--- src/rtl/eyearch_pkg.sv ---
// Definitions shared by the fetch stage and the control unit:
// instruction field positions, the fetch state encoding and opcode constants.
package eyearch_pkg;

    localparam int OPC_W  = 6;

    localparam int OPC_HI = 15;
    localparam int OPC_LO = 10;
    localparam int RD_HI  = 9;
    localparam int RD_LO  = 7;
    localparam int RA_HI  = 6;
    localparam int RA_LO  = 4;
    localparam int RB_HI  = 3;
    localparam int RB_LO  = 1;
    localparam int IMM_HI = 6;
    localparam int IMM_LO = 0;

    typedef enum logic [1:0] {
        IDLE     = 2'd0,
        WAIT_ACK = 2'd1,
        FULL     = 2'd2
    } fetch_state_t;

    localparam logic [OPC_W-1:0] OP_NOP  = 6'b000000;
    localparam logic [OPC_W-1:0] OP_ADD  = 6'b000001;
    localparam logic [OPC_W-1:0] OP_LDIM = 6'b001110;

endpackage

--- src/rtl/ifetch.sv ---
// Instruction fetch stage: owns the PC, reads imem over req/ack and holds one
// instruction whose decoded fields are offered to decode over valid/ready.
//
// state    | meaning
// ---------+-----------------------------------------------------------
// IDLE     | no request outstanding; launches a fetch unless halted
// WAIT_ACK | imem_req held at pc until imem_ack; kill drops the response
// FULL     | ir holds an instruction at pc, offered on out_valid
module ifetch
    import eyearch_pkg::*;
#(
    parameter int                INST_W   = 16,
    parameter int                ADDR_W   = 8,
    parameter logic [ADDR_W-1:0] RESET_PC = '0
) (
    input  logic              clk,
    input  logic              rst_n,
    input  logic              halt,
    input  logic              redirect,
    input  logic [ADDR_W-1:0] redirect_pc,
    output logic              imem_req,
    output logic [ADDR_W-1:0] imem_addr,
    input  logic              imem_ack,
    input  logic [INST_W-1:0] imem_rdata,
    output logic              out_valid,
    input  logic              out_ready,
    output logic [ADDR_W-1:0] out_pc,
    output logic [5:0]        opcode,
    output logic [2:0]        rd,
    output logic [2:0]        ra,
    output logic [2:0]        rb,
    output logic [6:0]        imm
);

    fetch_state_t      state, state_nxt;
    logic [ADDR_W-1:0] pc;
    logic [INST_W-1:0] ir;
    logic              kill;

    always_ff @(posedge clk or negedge rst_n) begin
        if (!rst_n) state <= IDLE;
        else        state <= state_nxt;
    end

    always_comb begin
        state_nxt = state;
        case (state)
            IDLE: begin
                if (!redirect && !halt) state_nxt = WAIT_ACK;
            end
            WAIT_ACK: begin
                if (imem_ack) state_nxt = (redirect || kill) ? IDLE : FULL;
            end
            FULL: begin
                if (redirect)       state_nxt = IDLE;
                else if (out_ready) state_nxt = halt ? IDLE : WAIT_ACK;
            end
            default: state_nxt = IDLE;
        endcase
    end

    always_comb begin
        imem_req  = (state == WAIT_ACK);
        out_valid = (state == FULL) && !redirect;
    end

    // A redirect during an outstanding read cannot cancel it, so kill marks
    // the eventual response as stale; with the ack in the same cycle it is
    // dropped right away instead.
    always_ff @(posedge clk or negedge rst_n) begin
        if (!rst_n) begin
            pc   <= RESET_PC;
            ir   <= '0;
            kill <= 1'b0;
        end else begin
            case (state)
                IDLE: begin
                    if (redirect) pc <= redirect_pc;
                end
                WAIT_ACK: begin
                    if (redirect) begin
                        pc   <= redirect_pc;
                        kill <= !imem_ack;
                    end else if (imem_ack) begin
                        if (kill) kill <= 1'b0;
                        else      ir   <= imem_rdata;
                    end
                end
                FULL: begin
                    if (redirect) begin
                        ir <= '0;
                        pc <= redirect_pc;
                    end else if (out_ready) begin
                        pc <= pc + 1'b1;
                    end
                end
                default: ;
            endcase
        end
    end

    assign imem_addr = pc;
    assign out_pc    = pc;
    assign opcode    = ir[OPC_HI:OPC_LO];
    assign rd        = ir[RD_HI:RD_LO];
    assign ra        = ir[RA_HI:RA_LO];
    assign rb        = ir[RB_HI:RB_LO];
    assign imm       = ir[IMM_HI:IMM_LO];

endmodule

--- config.mk ---
export PLATFORM = sky130hd
export DESIGN_NAME = ifetch
export DESIGN_NICKNAME = d
export VERILOG_FILES = /design/src/rtl/eyearch_pkg.sv /design/src/rtl/ifetch.sv
export SDC_FILE = /design/constraint.sdc
export NUM_CORES = 1
export LEC_CHECK = 0
export CORE_ASPECT_RATIO = 0.7
export CORE_MARGIN = 1
export CORE_UTILIZATION = 60
export CTS_BUF_LIST = sky130_fd_sc_hd__clkbuf_4
export DETAILED_ROUTE_END_ITERATION = 10
export DONT_BUFFER_PORTS = 1
export PLACE_DENSITY_LB_ADDON = 0.25
export SYNTH_ARGS = -nofsm -noshare
export SYNTH_HDL_FRONTEND = slang
export SYNTH_SLANG_ARGS = --single-unit
--- constraint.sdc ---
create_clock -name clk -period 2.1 [get_ports clk]
set_input_delay 0.525 -clock clk [delete_from_list [all_inputs] [get_ports clk]]
set_output_delay 0.525 -clock clk [all_outputs]
set_load 0.01 [all_outputs]
=== After elaboration in Yosys (flattened, before gate mapping) ===
Index checks and enable logic that the tools add are counted.

* Input bits: 30
* Logic and storage cells: 47
* Output and inout bits: 40
* Bits in registers: 27

* Equal/unequal tests: 9
* Mux-type cells: 18
* Add/subtract/negate cells: 1
* Reductions and logical operators: 15

{| class="wikitable"
|+ Operator list
! cell !! number
|-
| 2-to-1 mux 16 bit || 4
|-
| one-hot mux 16 bit (2 select lines) || 1
|-
| 2-to-1 mux 8 bit || 3
|-
| one-hot mux 8 bit (2 select lines) || 1
|-
| 2-to-1 mux 2 bit || 5
|-
| adder 8 x 1 -> 8 bit, second input constant || 1
|-
| inequality test 2 bit, second input constant || 4
|-
| one-hot mux 2 bit (3 select lines) || 1
|-
| AND reduction 3 bit || 2
|-
| nonzero test 2 bit || 3
|-
| AND reduction 5 bit || 1
|-
| inequality test 2 x 1 -> 1 bit, second input constant || 2
|-
| logical NOT 1 bit || 3
|-
| 2-to-1 mux 1 bit || 3
|-
| inequality test 3 bit, second input constant || 1
|-
| == test 2 x 1 -> 1 bit, second input constant || 1
|-
| == test 2 bit, second input constant || 1
|-
| logical AND 1 bit || 2
|-
| logical NOT 2 bit || 1
|-
| AND reduction 2 bit || 1
|-
| OR reduction 2 bit || 1
|-
| logical OR 1 bit || 1
|}

=== Depth between registers and ports, before layout ===
* Depth in word-level cells: 4
* Depth in mapped cells: 7
* Gate-level depth less buffers: 5

=== Least setup slack after synthesis ===
No wires, ideal clock.

* Path type: input port to output port
* Start point: in redirect
* End point: out out_valid
* Buffers on the path: 2
* Data arrival time: 1,184 ps
* Path slack: 391 ps
* Cell stages on the path: 4
* Data required time: 1,575 ps
* Cell sequence: or3b_1 > buf_6 > clkinv_4 > buf_8

* Word-level cells in the longest chain between the ends: 2

{| class="wikitable"
|+ RTL lines
! element !! RTL line !! RTL
|-
| start: declaration || ifetch.sv:19 || <nowiki>input logic redirect,</nowiki>
|-
| logical NOT 1 bit || ifetch.sv:64 || <nowiki>out_valid = (state == FULL) && !redirect;</nowiki>
|-
| logical AND 1 bit || ifetch.sv:64 ||
|-
| end: declaration || ifetch.sv:25 || <nowiki>output logic out_valid,</nowiki>
|}

Every way passes these cells.

=== Final worst setup path ===
* Start point: reg state[1]
* End point: out out_valid

* Word-level cells in the longest chain between the ends: 2

{| class="wikitable"
|+ RTL lines
! element !! RTL line !! RTL
|-
| start: declaration || ifetch.sv:35 || <nowiki>fetch_state_t state, state_nxt;</nowiki>
|-
| start signal: assignment || ifetch.sv:42 || <nowiki>else state <= state_nxt;</nowiki>
|-
| == test 2 bit || ifetch.sv:64 ||
|-
| logical AND 1 bit || ifetch.sv:64 ||
|}

Every way passes these cells.

==> results by group <==
Floorplanning
  – Die area: 0.00242 sq mm
  – Die X: 58.4 microns
  – Core box area: 0.00197 sq mm
  – IO Pins: 70
  – Die Height: 41.5 microns
  – Row count: 13
  – Initial Util: 67.8%

Critical path
  – CP max FO: 16
  – Setup crit start: state[1]
  – CP max stage cell: or3b_1
  – R2R Setup Slk: 0.46 ns
  – Worst path top cell family by delay: simple AND/OR/NAND/NOR gates
  – CP Data Required Time: 1.57 ns
  – Startpoint Class: flop
  – R2R Path Start: state[1]
  – Reg2reg path depth: 4
  – CP max stage delay: approximately 0.5 ns
  – WP data arrival: about 1.5 ns
  – Crit Path Class: flop to output pin
  – Crit. End Element: output pin
  – Worst-path cell chain: or3b_1, clkinv_4
  – Crit path buf inv count: 1
  – Reg-to-reg endpoint: imem_addr[4]

Timing
  – Slew @ Worst Pin: ~0.89 ns
  – Fmax: 0.503 GHz
  – Fin crit share: 94.6%
  – Unrepaired setup endpoints after global routing: no
  – Slew margin rel.: 40.7%
  – Min Tclk post-route: 1.99 ns
  – Clk_skew: ~0.0027 ns
  – Total negative slack: 0 ns
  – Pins Over Slew Limit: 0
  – Hold Fails Final Rpt: 0
  – Final Setup Violations: 0

Detailed routing
  – Post-DRT Antenna Nets: 0
  – Routed len/inst: between 15 and 20 microns
  – Drt drc: 0
  – Initial DRC Count: 29
  – Via density: 6.24
  – DR pass1 iterations: 4
  – Post-Route WL: 2350 microns
  – Via count: roughly 870

Yosys
  – Cells after Synth: 123
  – Post-synth top area share: about half
  – Netlist cell types: 30
  – Seq/Total Area, Yosys: 50.6%
  – Cell taking the most area after synthesis: dfrtp_1
  – Mapped Area: 0.00134 sq mm
  – Synth Register Bits: 27
  – Synth Net Count: between 150 and 200
  – Avg Cell Area, Syn: 10.9 sq um
  – Top cells by area, synth: dfrtp_1 51%, a22o_1 10%, buf_4 7.9%
  – Synth warn: 0

CTS
  – Skew-Pair Late Insertion Delay: 0.32 ns
  – Clock root cell: clkbuf_4
  – Clk sinks: 27
  – CTS tree: built
  – Clock slew at reported path FFs: 0.13 ns
  – Clock Path Buffers: 2
  – Inserted Clock Buffers: 3
  – Htree depth: 1

Power and ir drop
  – Pwr/cell area: 1140 mW/mm^2
  – LEAKAGE: 0.583 nW
  – Maximum vdd ir drop: 0.573 mV

Worst hold path
  – Hold path endpoint: kill
  – Hold Path Cell Cnt: 1
  – Min-delay worst type: input pin to flop
  – HP Start: imem_ack

Final layout
  – Area grow syn2layout: -4.41%
  – Fill count: 159
  – Ratio of cells with drive above 1 in the final layout: 10.9%
  – ANT cells: 0
  – Utilization after layout: 64.8%
  – Fin nets: 142

Place
  – GPL Wtd Cong: 0.791
  – DP HPWL: ~1700 microns
  – PortBufs: 0

GRT
  – Vias in the first global route: slightly above 800
  – GRT Util Overall: 21.1%
  – Grt ovf: 0
  – Largest net degree at the start of global routing: 28
  – Initial antenna violation count: 0
  – First-pass GRT wire length: 3820 microns

Run
  – Max_cap viols: 0

Status
  – Outcome: completed
## power by group
part / switching (mW) / internal, mW
Combinational: 0.103 / 0.150
Clock: 0.138 / 0.0873
Sequential: 0.283 / 0.695
Total: 0.524 / 0.932
## cells in the mapped netlist (all sizes together)
master   instances
dfrtp           27
buf             19
a22o            16
a21oi           13
nand2            8
nand3            6
nor2             5
o22ai            4
a2bb2oi          3
inv              3
o21ai            3
a21o             2
a31oi            2
or3              2
and3             1
and4             1
clkbuf           1
clkinv           1
ha               1
nand2b           1
nor2b            1
o31a             1
or2              1
or3b             1
## metrics by stage
stage               power, mW  hold slack (ns)  cells  setup slack (ns)  instance area [sq um]
finish                   1.46            0.272    140             0.113                   1280
global route             1.55            0.259    140            0.0260                   1280
CTS                      1.47            0.259    140            0.0384                   1270
detailed placement       1.23            0.230    134             0.404                   1210
global placement         1.21            0.230    134             0.416                   1210
floorplan                1.27            0.229    123             0.391                   1340
## worst max path at each step
stage           endpoint  slack [ns]  depth (start not counted)
3_5_place_dp   out_valid        0.40                          2
6_report       out_valid        0.11                          2
4_1_cts        out_valid        0.04                          2
3_3_place_gp   out_valid        0.42                          2
5_1_grt        out_valid        0.03                          2
2_1_floorplan  out_valid        0.39                          4
## timing repair
item / 4_1_cts / 5_1_grt
hold endpoints to repair: 27 / 0
setup endpoints to repair: 0 / 1
hold buffers: 2 / 0
setup buffers: 0 / 0
gates resized for setup: 0 / 1
## worst reg2reg max path, delay by kind of cell, from the launching register on
kind | cells | cell delay (ns)
flip-flops | 1 | 0.47
AO/OA/AOI/OAI | 4 | 1.10
## kinds of logic after synthesis
group | share of synthesized area (%)
DFF | 50.6
buffers and inverters | 13.9
AOI/OAI and AO/OA | 24.4
adders and majority gates | 0.937
and+or+nand+nor | 10.2
## layout by cell type, fill, tap and decap left out, drive strengths merged
cell,count
dfrtp,27
a22o,16
a21oi,13
nand2,8
nand3,6
nor2,5
o22ai,4
clkbuf,4
inv,3
o21ai,3
a2bb2oi,3
or3,2
a21o,2
a31oi,2
buf,2
nor2b,1
or3b,1
clkinv,1
o31a,1
or2,1
and4,1
and3,1
nand2b,1
ha,1
dlygate4sd3,1
## layout make-up
cell class	instances	area (sq um)	share of cell area, %
timing repair buffer	3	37.5	2.94
inverter	4	20.0	1.57
multi-input combinational	72	474	37.2
tap	30	37.5	2.94
sequential	27	677	53.0
clock buffer	4	30.0	2.35
## registers in the layout (all words and copies together), names as in the netlist
signal,cells
imem_addr,8
kill,1
state,2
ir,16
## routing by layer
layer,part of all wire [%],GRT usage [%],wire (microns)
met1,45,29.1,1060
met2,43,29.7,998
met3,11,10.3,261
met4,1.0,5.71,24
met5,0,0,0
No activity file was read; power rests on OpenSTA's default activity.
